`config.mk`:
```
export PLATFORM = sky130hd
export DESIGN_NAME = fetch_unit
export DESIGN_NICKNAME = d
export VERILOG_FILES = /design/src/rtl/fetch_pkg.sv /design/src/rtl/pc_next.sv /design/src/rtl/fetch_unit.sv
export SDC_FILE = /design/constraint.sdc
export NUM_CORES = 1
export LEC_CHECK = 0
export ABC_CLOCK_PERIOD_IN_PS = 5000
export CAP_MARGIN = 20
export CORE_MARGIN = 10
export CORE_UTILIZATION = 35
export CTS_CLUSTER_SIZE = 16
export DETAILED_ROUTE_END_ITERATION = 10
export PLACE_DENSITY_LB_ADDON = 0.12
export SKIP_LAST_GASP = 1
export SLEW_MARGIN = 25
export SYNTH_ARGS = -nofsm -noshare
export SYNTH_HDL_FRONTEND = slang
export SYNTH_SLANG_ARGS = --single-unit
```
`constraint.sdc`:
```
create_clock -name clk -period 5 [get_ports clk]
set_input_delay 1 -clock clk [delete_from_list [all_inputs] [get_ports clk]]
set_output_delay 1 -clock clk [all_outputs]
set_load 0.02 [all_outputs]
```
`src/rtl/fetch_pkg.sv`:
```
// Shared types and constants for the RV32I instruction-fetch stage.
package fetch_pkg;

    localparam int unsigned XLEN = 32;

    typedef enum logic [1:0] {
        IDLE = 2'd0,
        REQ  = 2'd1,
        HOLD = 2'd2,
        HALT = 2'd3
    } fetch_state_t;

    localparam logic [XLEN-1:0] NOP_INSTR        = 32'h0000_0013;
    localparam logic [XLEN-1:0] RESET_PC_DEFAULT = 32'h0000_0000;

endpackage

```
`src/rtl/pc_next.sv`:
```
// Next-PC selection: sequential or PC-relative branch target, with alignment check.
module pc_next
    import fetch_pkg::*;
(
    input  logic [XLEN-1:0] PC,
    input  logic [XLEN-1:0] ImmExt,
    input  logic            PCsrc,
    output logic [XLEN-1:0] next_pc,
    output logic            next_misaligned
);

    always_comb begin
        next_pc         = PCsrc ? (PC + ImmExt) : (PC + XLEN'(4));
        next_misaligned = |next_pc[1:0];
    end

endmodule

```
`src/rtl/fetch_unit.sv`:
```
// Instruction-fetch stage: PC register, req/ack instruction-memory reads and
// a valid/ready hand-off of the fetched word to decode.
module fetch_unit
    import fetch_pkg::*;
#(
    parameter logic [XLEN-1:0] RESET_PC = RESET_PC_DEFAULT
) (
    input  logic            clk,
    input  logic            rst,
    input  logic            PCsrc,
    input  logic [XLEN-1:0] ImmExt,
    output logic            imem_req,
    output logic [XLEN-1:0] imem_addr,
    input  logic            imem_ack,
    input  logic [XLEN-1:0] imem_rdata,
    output logic [XLEN-1:0] instr,
    output logic            instr_valid,
    input  logic            instr_ready,
    output logic [XLEN-1:0] PC,
    output logic            misaligned
);

    fetch_state_t    state_q, state_d;
    logic [XLEN-1:0] pc_q, pc_d;
    logic [XLEN-1:0] instr_q, instr_d;
    logic            misaligned_q, misaligned_d;
    logic            imem_req_q, imem_req_d;
    logic            instr_valid_q, instr_valid_d;

    logic [XLEN-1:0] next_pc;
    logic            next_misaligned;

    pc_next u_pc_next (
        .PC              (pc_q),
        .ImmExt          (ImmExt),
        .PCsrc           (PCsrc),
        .next_pc         (next_pc),
        .next_misaligned (next_misaligned)
    );

    always_comb begin
        state_d      = state_q;
        pc_d         = pc_q;
        instr_d      = instr_q;
        misaligned_d = misaligned_q;

        unique case (state_q)
            IDLE: state_d = REQ;
            REQ: begin
                if (imem_ack) begin
                    instr_d = imem_rdata;
                    state_d = HOLD;
                end
            end
            HOLD: begin
                // Branch inputs only matter on the cycle decode accepts the word
                if (instr_ready) begin
                    if (next_misaligned) begin
                        misaligned_d = 1'b1;
                        state_d      = HALT;
                    end else begin
                        pc_d    = next_pc;
                        state_d = REQ;
                    end
                end
            end
            HALT: state_d = HALT;
        endcase

        // Moore outputs registered from the upcoming state
        imem_req_d    = (state_d == REQ);
        instr_valid_d = (state_d == HOLD);
    end

    always_ff @(posedge clk) begin
        if (rst) begin
            state_q       <= IDLE;
            pc_q          <= RESET_PC;
            instr_q       <= NOP_INSTR;
            misaligned_q  <= 1'b0;
            imem_req_q    <= 1'b0;
            instr_valid_q <= 1'b0;
        end else begin
            state_q       <= state_d;
            pc_q          <= pc_d;
            instr_q       <= instr_d;
            misaligned_q  <= misaligned_d;
            imem_req_q    <= imem_req_d;
            instr_valid_q <= instr_valid_d;
        end
    end

    assign imem_req    = imem_req_q;
    assign imem_addr   = pc_q;
    assign PC          = pc_q;
    assign instr       = instr_q;
    assign instr_valid = instr_valid_q;
    assign misaligned  = misaligned_q;

endmodule

```
==> load_flow_metrics.sql, run 1 <==
INSERT INTO impl_metrics (metric_group, metric, value, unit) VALUES
('global_route', 'first_pass_grt_wire_length', '27200', 'um'),
('routing', 'detail-route-antenna-nets', '0', ''),
('timing', 'hold_violations', '0', ''),
('run_status', 'status', 'complete, no violations', ''),
('cts', 'cts-root-to-sink-buffers', '2', ''),
('timing', 'post-route-worst-setup-slack', '1320', 'ps'),
('synthesis', 'synth_top_cells_by_count', 'nand2_1, a21oi_1, dfxtp_1', ''),
('timing', 'setup_total_negative_slack', '0', 'ps'),
('cells_and_area', 'number_of_fill_cells_in_the_layout', '1399', ''),
('timing', 'timing.final.max_slew_violations', '0', ''),
('cts', 'h-tree-depth', '3', ''),
('cells_and_area', 'final_cells', '975', ''),
('synthesis', 'ranking_of_synthesized_cells_by_area', 'dfxtp_1, a21oi_1, nand2_1', ''),
('setup_path', 'worstSetupStartpointType', 'input port', ''),
('floorplan', 'die-width', '138', 'um'),
('synthesis', 'synthMostInstantiatedCell', 'nand2_1', ''),
('worst_hold_path', 'timing.hold.worst.class', 'flip-flop to flip-flop', ''),
('cts', 'ctsResizeCount', '0', ''),
('setup_path', 'setup.worst_path.class', 'input port to flip-flop', ''),
('cts', 'number_of_buffers_inserted_by_hold_repair_at_cts', '0', ''),
('routing', 'detailedRoute.firstPassIterationCount', '5', ''),
('setup_path', 'worstPathArrival', '3870', 'ps'),
('cells_and_area', 'drive_above_1_share', '0.0528', ''),
('cells_and_area', 'layout-area-overhead-vs-synth', '38.7', '%'),
('routing', 'wire_length_per_cell', '17.5', 'um'),
('placed_design', 'hpwl', '13100', 'um'),
('pwr', 'power_frac_seq', '0.386', ''),
('synthesis', 'post_synth_inst_count', '668', ''),
('synthesis', 'post_synth_num_cell_types', '60', ''),
('timing', 'finalClockSkew', '7.06', 'ps'),
('setup_path', 'timing.critical_path.to_type', 'flip-flop', ''),
('timing', 'fin_crit_sh', '0.735', ''),
('pwr', 'power_frac_comb', '0.177', ''),
('timing', 'period_minus_slack', '3680', 'ps'),
('cts', 'tritoncts', 'built', ''),
('cells_and_area', 'antenna-diode-count', '0', ''),
('synthesis', 'syn_avg_cell_area', '7.34', 'um2'),
('timing', 'worst_slew_margin_rel', '0.463', ''),
('synthesis', 'synth_top_cell_by_area', 'dfxtp_1', ''),
('global_route', 'first_global_vias', '5204', ''),
('cells_and_area', 'multiInputGateArea', '0.00312', 'mm2'),
('synthesis', 'synth-edff-count', '0', ''),
('routing', 'postRouteWirelength', '17100', 'um'),
('synthesis', 'synthFlopType', 'dfxtp_1', ''),
('pwr', 'clock_power_share', '0.437', ''),
('floorplan', 'io_pins', '168', ''),
('floorplan', 'row_count', '43', ''),
('routing', 'drt_iter0_drc', '447', ''),
('routing', 'avgViaCountPerCell', '5.39', ''),
('cells_and_area', 'area_of_all_sequential_standard_cells', '0.00138', 'mm2'),
('cells_and_area', 'final_nets', '892', ''),
('cts', 'buffer_count_from_post_cts_setup_fixing', '0', ''),
('cts', 'clock_slew_seen_by_the_registers_of_the_worst_setup_and_hold_paths', '60', 'ps'),
('pwr', 'max-vdd-ir-drop', '0.166', 'mV'),
('pwr', 'switching_portion_of_total_power', '0.269', ''),
('cts', 'cts.sinks', '69', ''),
('global_route', 'grt_antenna_before_repair', '0', ''),
('placed_design', 'io_buf_count', '167', ''),
('global_route', 'globalRouteOverflowTotal', '0', ''),
('placed_design', 'detailedPlace.worstSlack', '1050', 'ps'),
('timing', 'timing_worst_slew_pin_value', '806', 'ps'),
('placed_design', 'dp_cells', '959', ''),
('pwr', 'cell_internal_pwr', '1.10', 'mW'),
('setup_path', 'worst-endpoint-required', '5200', 'ps'),
('timing', 'finalHoldWorstSlack', '454', 'ps'),
('synthesis', 'netlist.area_leader.share', '0.282', ''),
('floorplan', 'die-area', '0.0191', 'mm2'),
('cts', 'cts_buffers', '9', ''),
('pwr', 'power.total', '1.51', 'mW'),
('cts', 'cts_root_buf', 'clkbuf_16', ''),
('timing', 'rsz0062_at_grt', 'false', '');
## routing by layer
| layer | vias to the layer above | track usage | routed length [um] |
|---|---|---|---|
| met1 | 2417 | 0.204 | 7740 |
| met2 | 217 | 0.281 | 7930 |
| met5 | - | 0 | 0 |
| met3 | 26 | 0.0438 | 1120 |
| met4 | 0 | 0.0544 | 291 |
| li1 | 2597 | - | - |
## per-stage QoR
| step | instance area, um2 | utilization |
|---|---|---|
| floorplan | 4900 | - |
| global placement | 6480 | 0.471 |
| detailed placement | 6480 | 0.471 |
| global route | 6800 | 0.493 |
| CTS | 6790 | 0.493 |
| finish | 6800 | 0.493 |
## worst paths after layout
| path | cells past startpoint | start | end | slack (ps) |
|---|---|---|---|---|
| worst max-delay path | 12 | ImmExt[0] | PC[30]$_SDFFE_PP0P_ | 1320 |
| worst min-delay path | 2 | instr[2]$_SDFFE_PP0P_ | instr[2]$_SDFFE_PP0P_ | 450 |
| worst max register to register | 10 | PC[4]$_SDFFE_PP0P_ | PC[19]$_SDFFE_PP0P_ | 2070 |
| worst min register to register | 2 | instr[2]$_SDFFE_PP0P_ | instr[2]$_SDFFE_PP0P_ | 450 |
## cell usage in the layout, fill, tap and decap left out, types with 3 or more instances in the layout
cell	count
nand4_1	12
ha_1	32
nand3b_1	6
a31oi_1	10
xor2_1	12
buf_4	7
o211ai_1	4
nand3_1	16
a2111oi_2	3
clkbuf_16	9
a211oi_1	8
nor2_1	52
clkdlybuf4s50_1	166
dfxtp_1	69
a21o_1	9
and3_1	12
xnor2_1	14
a41oi_1	4
nor3_1	8
nand2_1	116
nor3b_1	3
a21oi_1	108
nor2b_1	5
o21bai_1	6
o21ai_0	40
inv_1	11
## power groups by stage
stage | combinational, mW | clock (mW) | sequential, mW
2_1_floorplan | 0.123 | 0 | 0.613
3_3_place_gp | 0.265 | 0 | 0.593
3_5_place_dp | 0.266 | 0 | 0.595
4_1_cts | 0.268 | 0.674 | 0.582
5_1_grt | 0.289 | 0.696 | 0.585
6_report | 0.267 | 0.658 | 0.582
## state kept, by name, indices dropped and copies added, names as in the netlist
| signal | cells |
|---|---|
| instr_valid | 1 |
| misaligned | 1 |
| PC | 32 |
| imem_req | 1 |
| instr | 32 |
| state_q | 2 |
## cells by family after synthesis
family	after synthesis	share of synthesized area
adder cells (fa/ha/maj)	33	0.0858
flip-flops	69	0.282
buffers and inverters	74	0.0819
XOR/XNOR	26	0.0465
AO/OA/AOI/OAI	215	0.263
multiplexers	3	0.00638
AND/OR/NAND/NOR	248	0.234
## worst max-delay path, stage by stage
cell	delay, ps
clkdlybuf4s50_1	430
ha_1	240
fa_1	400
a21oi_1	250
o211ai_1	130
or3b_4	270
nand2_2	60
a2111oi_1	480
a311o_1	270
o21ai_2	80
xnor2_1	160
o22ai_1	110
## cell type report
cell class	instances	area share
Inverter	11	0.00608
Sequential cell	69	0.203
Tap cell	180	0.0331
Timing Repair Buffer	174	0.253
Clock buffer	10	0.0352
Clock inverter	6	0.0103
Multi-Input combinational cell	525	0.459
No activity file was read; power rests on OpenSTA's default activity.
==> run 2, diff against run 1 <==
- ABC_CLOCK_PERIOD_IN_PS: 5000 -> 3600
- clock period: 5 -> 3.6 ns (I/O delays scaled with it)
==> run 2 against run 1 <==
Effect of this change: register-to-register slack got worse by 1400 ps; via count increased by 2.4%; setup slack got worse by 1100 ps; critical path type unchanged; largest power group unchanged.
==> load_flow_metrics.sql, run 2 (same netlist as run 1, synthesis figures left out) <==
INSERT INTO impl_metrics (metric_group, metric, value, unit) VALUES
('timing', 'period_minus_slack', '3360', 'ps'),
('floorplan', 'row_count', '43', ''),
('global_route', 'grtUsageTotal', '0.173', ''),
('cts', 'worst_skew_pair.late_latency', '340', 'ps'),
('pwr', 'clock_power_share', '0.438', ''),
('pwr', 'max-vdd-ir-drop', '0.260', 'mV'),
('timing', 'maxClockFrequency', '297', 'MHz'),
('pwr', 'cell_internal_pwr', '1.52', 'mW'),
('global_route', 'grt.met1_usage', '0.216', ''),
('setup_path', 'worstPathArrival', '3550', 'ps'),
('setup_path', 'timing.critical_path.to_type', 'flip-flop', ''),
('pwr', 'power.total', '2.11', 'mW'),
('cells_and_area', 'layout_commonest_cell', 'clkdlybuf4s50_1', ''),
('routing', 'detailedRoute.firstPassIterationCount', '5', ''),
('cells_and_area', 'drive_above_1_share', '0.0794', ''),
('global_route', 'grt_busiest_layer', 'met2', ''),
('pwr', 'netSwitchingPower', '0.588', 'mW'),
('cells_and_area', 'final_cells', '999', ''),
('pwr', 'leakagePower', '2.68', 'nW'),
('routing', 'avgViaCountPerCell', '5.39', ''),
('pwr', 'power_frac_comb', '0.179', ''),
('routing', 'wire_length_per_cell', '17.3', 'um'),
('routing', 'vias', '5383', ''),
('cts', 'cts_buffers', '9', ''),
('setup_path', 'path_max_fanout', '2', ''),
('floorplan', 'initial_utilization', '0.356', ''),
('floorplan', 'core_area', '0.0138', 'mm2'),
('setup_path', 'crit_path_top_delay_cell', 'a2111oi_1', ''),
('pwr', 'power_frac_seq', '0.383', ''),
('cells_and_area', 'layout_common_cells', 'clkdlybuf4s50_1, nand2_1, a21oi_1', ''),
('worst_hold_path', 'timing.hold.worst.class', 'flip-flop to flip-flop', ''),
('routing', 'postRouteWirelength', '17200', 'um'),
('timing', 'fin_crit_sh', '0.934', ''),
('timing', 'timing_worst_slew_pin_value', '669', 'ps'),
('setup_path', 'setup.worst_path.class', 'input port to flip-flop', ''),
('timing', 'rsz0062_at_grt', 'false', ''),
('global_route', 'globalRouteOverflowTotal', '0', ''),
('cells_and_area', 'antenna-diode-count', '0', ''),
('global_route', 'first_global_vias', '5283', ''),
('cts', 'tritoncts', 'built', ''),
('cells_and_area', 'number_of_fill_cells_in_the_layout', '1386', ''),
('cells_and_area', 'multiInputGateArea', '0.00312', 'mm2'),
('cts', 'clock_slew_seen_by_the_registers_of_the_worst_setup_and_hold_paths', '60', 'ps'),
('routing', 'detail-route-antenna-nets', '0', ''),
('flow_run', 'max-cap-violations', '0', ''),
('floorplan', 'die-area', '0.0191', 'mm2'),
('cts', 'h-tree-depth', '3', ''),
('cts', 'ctsResizeCount', '0', ''),
('routing', 'detailed_route_drc_error_count', '0', ''),
('placed_design', 'dp_cells', '983', ''),
('pwr', 'power.density', '302', 'mW/mm2'),
('timing', 'timing.final.max_slew_violations', '0', ''),
('cts', 'buffer_count_from_post_cts_setup_fixing', '0', ''),
('worst_hold_path', 'hp-start', 'instr[6]$_SDFFE_PP0P_', ''),
('run_status', 'status', 'complete, no violations', ''),
('global_route', 'grt_start_max_net_pins', '42', ''),
('floorplan', 'die-width', '138', 'um'),
('global_route', 'grt_antenna_before_repair', '0', ''),
('setup_path', 'cp.buffers_inverters', '1', ''),
('setup_path', 'crit_path_cell_trace', 'clkdlybuf4s50_1 -> ha_1 -> fa_1 -> a21oi_1 -> o211ai_1 -> or3b_4 -> nand2_2 -> a2111oi_1 -> a311o_1 -> o21ai_2 -> xnor2_1 -> o22ai_1', ''),
('global_route', 'use_met3', '0.0500', ''),
('routing', 'drt_iter0_drc', '480', ''),
('global_route', 'use_met2', '0.285', ''),
('placed_design', 'io_buf_count', '167', ''),
('timing', 'setup_violations', '0', ''),
('floorplan', 'io_pins', '168', ''),
('cells_and_area', 'area_of_all_sequential_standard_cells', '0.00138', 'mm2'),
('setup_path', 'worst_path_largest_cell_delay', '510', 'ps'),
('cts', 'cts.sinks', '69', ''),
('placed_design', 'globalplace.congestion', '0.868', ''),
('setup_path', 'worstSetupStartpoint', 'ImmExt[0]', ''),
('global_route', 'first_pass_grt_wire_length', '28000', 'um'),
('timing', 'hold_violations', '0', ''),
('cts', 'number_of_buffers_inserted_by_hold_repair_at_cts', '0', ''),
('placed_design', 'hpwl', '13300', 'um'),
('setup_path', 'worstSetupStartpointType', 'input port', ''),
('setup_path', 'regToRegStartpoint', 'PC[0]$_SDFFE_PP0P_', ''),
('setup_path', 'path_delay_family', 'compound AO/OA/AOI/OAI gates', ''),
('setup_path', 'worst-endpoint-required', '3790', 'ps'),
('cells_and_area', 'final_nets', '916', ''),
('pwr', 'switching_portion_of_total_power', '0.279', ''),
('cts', 'cts_root_buf', 'clkbuf_16', ''),
('timing', 'worst_slew_margin_rel', '0.554', ''),
('cells_and_area', 'layout-area-overhead-vs-synth', '42.5', '%'),
('timing', 'finalClockSkew', '7.66', 'ps'),
('floorplan', 'chipHeight', '138', 'um'),
('cts', 'cts-root-to-sink-buffers', '2', '');
run 2: final timing paths:
check / slack [ps] / end / depth (start not counted)
min: 450 / instr[6]$_SDFFE_PP0P_ / 2
min reg2reg: 450 / instr[6]$_SDFFE_PP0P_ / 2
max: 240 / PC[30]$_SDFFE_PP0P_ / 12
max reg2reg: 690 / PC[30]$_SDFFE_PP0P_ / 11
run 2: tightest hold or removal path, delay by kind of cell, from the launching register on:
kind / cells / cell delay [ps]
compound gates: 1 / 50
flops: 1 / 310
simple gates: 1 / 50
run 2: area by class of cell:
cell class / instances / share of cell area
multi-input combinational: 525 / 0.447
tap: 180 / 0.0323
timing repair buffer: 198 / 0.274
inverter: 11 / 0.00591
clock inverter: 7 / 0.0115
sequential: 69 / 0.198
clock buffer: 9 / 0.0323
run 2: power by group through the flow:
| stage | Sequential (mW) | Combinational, mW | Clock [mW] |
|---|---|---|---|
| floorplan | 0.851 | 0.171 | 0 |
| finish | 0.807 | 0.378 | 0.925 |
| global placement | 0.823 | 0.375 | 0 |
| global route | 0.810 | 0.414 | 0.978 |
| CTS | 0.807 | 0.381 | 0.936 |
| detailed placement | 0.824 | 0.378 | 0 |
run 2: layer usage:
layer,wire length [um],vias to the layer above
met2,8110,212
met1,7630,2503
li1,-,2651
met4,212,0
met3,1290,17
met5,0,-
run 2: stage by stage:
step                      area, um2  worst slack (ps)  utilization  hold WS (ps)  setup TNS, ps
final                          6980               236        0.507           452              0
after detailed placement       6680             -52.4        0.485           448          -52.4
after floorplan                4900               693            -           535              0
after global routing           6980               126        0.507           472              0
after CTS                      6980               271        0.507           456              0
after global placement         6680             -30.2        0.485           441          -30.2
==> run 3, diff against run 2 <==
- SLEW_MARGIN: 25 -> 20
- SYNTH_HIERARCHICAL: not set -> 1
==> run 3 against run 2 <==
Effect of this change: total power about the same; critical path depth increased by 1; setup slack improved by 13 ps; die area increased by 15%; clock skew increased by 7.1 ps; area after synthesis increased by 18%; flip-flop and latch count unchanged; core utilization decreased by 2.7 points; combinational power increased by 13%; non-clock buffer count decreased by 13; critical path type unchanged.
==> load_flow_metrics.sql, run 3 <==
INSERT INTO impl_metrics (metric_group, metric, value, unit) VALUES
('synthesis', 'synth-seq-cells', '69', ''),
('run_status', 'status', 'complete, no violations', ''),
('routing', 'postRouteWirelength', '16600', 'um'),
('timing', 'period_minus_slack', '3350', 'ps'),
('cells_and_area', 'layout_common_cells', 'clkdlybuf4s50_1, nand2b_1, dfxtp_1', ''),
('synthesis', 'post_synth_inst_count', '700', ''),
('cells_and_area', 'final_cells', '1051', ''),
('timing', 'hold_violations', '0', ''),
('floorplan', 'die-width', '149', 'um'),
('routing', 'detail-route-antenna-nets', '0', ''),
('setup_path', 'crit_path_cell_trace', 'clkdlybuf4s50_1 -> ha_1 -> fa_1 -> a211oi_2 -> o21bai_2 -> o2111ai_2 -> a21oi_2 -> a211oi_2 -> o21ai_1 -> a2111o_1 -> o221a_2 -> nand2b_1 -> mux2i_1', ''),
('synthesis', 'netlist.area_leader.share', '0.239', ''),
('setup_path', 'path_delay_family', 'compound AO/OA/AOI/OAI gates', ''),
('routing', 'detailedRoute.firstPassIterationCount', '5', ''),
('timing', 'fin_crit_sh', '0.931', ''),
('setup_path', 'cp_common_cell', 'a211oi_2', ''),
('synthesis', 'synthesis.nets', '802', ''),
('floorplan', 'initial_utilization', '0.360', ''),
('pwr', 'max-vdd-ir-drop', '0.251', 'mV'),
('setup_path', 'worstPathArrival', '3580', 'ps'),
('cts', 'buffer_count_from_post_cts_setup_fixing', '0', ''),
('timing', 'finalClockSkew', '14.7', 'ps'),
('placed_design', 'dp_cells', '1035', ''),
('routing', 'avgViaCountPerCell', '4.96', ''),
('cells_and_area', 'layout_commonest_cell', 'clkdlybuf4s50_1', ''),
('setup_path', 'cp.buffers_inverters', '1', ''),
('placed_design', 'globalplace.congestion', '0.891', ''),
('synthesis', 'post_synth_num_cell_types', '60', ''),
('routing', 'drt_iter0_drc', '274', ''),
('setup_path', 'setup.worst_path.class', 'input port to flip-flop', ''),
('placed_design', 'io_buf_count', '167', ''),
('synthesis', 'ys_async_sr_fraction', '0', ''),
('pwr', 'leakagePower', '2.90', 'nW'),
('flow_run', 'max-cap-violations', '0', ''),
('synthesis', 'synth-edff-count', '0', ''),
('floorplan', 'chipHeight', '149', 'um'),
('setup_path', 'ff2ff_setup_slack', '690', 'ps'),
('timing', 'setup_total_negative_slack', '0', 'ps'),
('synthesis', 'synth_top_cells_by_count', 'nand2b_1, dfxtp_1, mux2i_1', ''),
('cts', 'cts_buffers', '9', ''),
('timing', 'timing_worst_slew_pin_value', '743', 'ps'),
('cts', 'h-tree-depth', '3', ''),
('timing', 'rsz0062_at_grt', 'false', ''),
('setup_path', 'worst_path_largest_cell_delay', '420', 'ps'),
('global_route', 'first_global_vias', '5310', ''),
('cts', 'cts.sinks', '69', ''),
('cells_and_area', 'final_nets', '932', ''),
('setup_path', 'worst-endpoint-required', '3830', 'ps'),
('global_route', 'grt_antenna_before_repair', '0', ''),
('timing', 'post-route-worst-setup-slack', '249', 'ps'),
('cts', 'worst_skew_pair.late_latency', '340', 'ps'),
('worst_hold_path', 'timing.hold.worst.class', 'flip-flop to flip-flop', ''),
('cts', 'tritoncts', 'built', ''),
('synthesis', 'synthMostInstantiatedCell', 'nand2b_1', ''),
('setup_path', 'timing.critical_path.to_type', 'flip-flop', ''),
('timing', 'worst_slew_margin_rel', '0.505', ''),
('cts', 'cts-root-to-sink-buffers', '2', ''),
('floorplan', 'die-area', '0.0221', 'mm2'),
('floorplan', 'row_count', '46', ''),
('synthesis', 'ys_seq_area_frac', '0.239', ''),
('synthesis', 'ys_warn_count', '6', ''),
('synthesis', 'mappedNetlistArea', '0.00578', 'mm2'),
('cts', 'clock_slew_seen_by_the_registers_of_the_worst_setup_and_hold_paths', '70', 'ps'),
('setup_path', 'path_max_fanout', '6', ''),
('cells_and_area', 'drive_above_1_share', '0.0719', ''),
('routing', 'wire_length_per_cell', '15.8', 'um'),
('routing', 'detailed_route_drc_error_count', '0', ''),
('setup_path', 'crit_path_top_delay_cell', 'clkdlybuf4s50_1', ''),
('setup_path', 'worstSetupStartpointType', 'input port', ''),
('timing', 'finalHoldWorstSlack', '455', 'ps'),
('synthesis', 'synthFlopType', 'dfxtp_1', ''),
('routing', 'vias', '5210', ''),
('cts', 'ctsResizeCount', '0', ''),
('placed_design', 'detailedPlace.worstSlack', '-155', 'ps'),
('global_route', 'grt_start_max_net_pins', '80', ''),
('synthesis', 'synth_top_cell_by_area', 'dfxtp_1', ''),
('cts', 'number_of_buffers_inserted_by_hold_repair_at_cts', '0', ''),
('cts', 'cts_root_buf', 'clkbuf_16', ''),
('floorplan', 'io_pins', '168', ''),
('global_route', 'first_pass_grt_wire_length', '26800', 'um'),
('global_route', 'globalRouteOverflowTotal', '0', ''),
('cells_and_area', 'antenna-diode-count', '0', ''),
('global_route', 'grtUsageTotal', '0.148', ''),
('synthesis', 'syn_avg_cell_area', '8.26', 'um2'),
('placed_design', 'hpwl', '12700', 'um'),
('synthesis', 'ranking_of_synthesized_cells_by_area', 'dfxtp_1, nand2b_1, mux2i_1', ''),
('timing', 'setup_violations', '0', ''),
('timing', 'timing.final.max_slew_violations', '0', ''),
('floorplan', 'core_area', '0.0161', 'mm2'),
('timing', 'maxClockFrequency', '298', 'MHz'),
('cells_and_area', 'layout-area-overhead-vs-synth', '33.3', '%'),
('pwr', 'power.density', '274', 'mW/mm2');
[run 3: final timing paths]
kind | from | to | cells past startpoint
setup / recovery | ImmExt[0] | PC[30]$_SDFFE_PP0P_ | 13
hold / removal | misaligned$_SDFFE_PP0P_ | misaligned$_SDFFE_PP0P_ | 2
setup reg to reg | PC[0]$_SDFFE_PP0P_ | PC[30]$_SDFFE_PP0P_ | 12
hold reg to reg | misaligned$_SDFFE_PP0P_ | misaligned$_SDFFE_PP0P_ | 2
[run 3: routing by layer]
layer	global-route usage	share of wire
met5	0	0
met4	0.0391	0.0067
met3	0.0537	0.077
met2	0.248	0.47
met1	0.173	0.44
[run 3: cell families (layout without fill, tap and decap cells)]
logic type | count (synthesis) | count (layout) | synth area share
flops | 69 | 69 | 0.239
fa+ha+maj | 33 | 33 | 0.0727
compound gates | 135 | 135 | 0.155
xor+xnor | 51 | 51 | 0.0773
simple gates | 266 | 266 | 0.252
mux | 67 | 67 | 0.117
buf+inv | 79 | 214 | 0.0881
[run 3: cell type report]
type / count / area, um2
well taps: 216 / 270
inverters: 13 / 48.8
repair buffers: 185 / 1830
multi-input cells: 552 / 3890
clock inverters: 7 / 56.3
clock buffers: 9 / 225
flip-flops and latches: 69 / 1380
fillers: 1533 / 8350
[run 3: metrics by stage]
stage / instance area [um2] / util / total power [mW]
2_1_floorplan: 5780 / - / 1.08
3_3_place_gp: 7430 / 0.463 / 1.25
3_5_place_dp: 7430 / 0.463 / 1.26
4_1_cts: 7710 / 0.480 / 2.15
5_1_grt: 7710 / 0.480 / 2.22
6_report: 7710 / 0.480 / 2.11
[run 3: worst reg2reg max path: cells and delay by family, from the launching register on]
family	cells	cell delay, ps
AO/OA/AOI/OAI	8	1650
adder cells (fa/ha/maj)	2	640
flip-flops	1	370
AND/OR/NAND/NOR	1	60
multiplexers	1	60
[run 3: report_power, final]
group          switching (mW)  internal [mW]
Sequential             0.0193          0.790
Clock                   0.396          0.477
Combinational           0.202          0.227
Total                   0.617           1.49
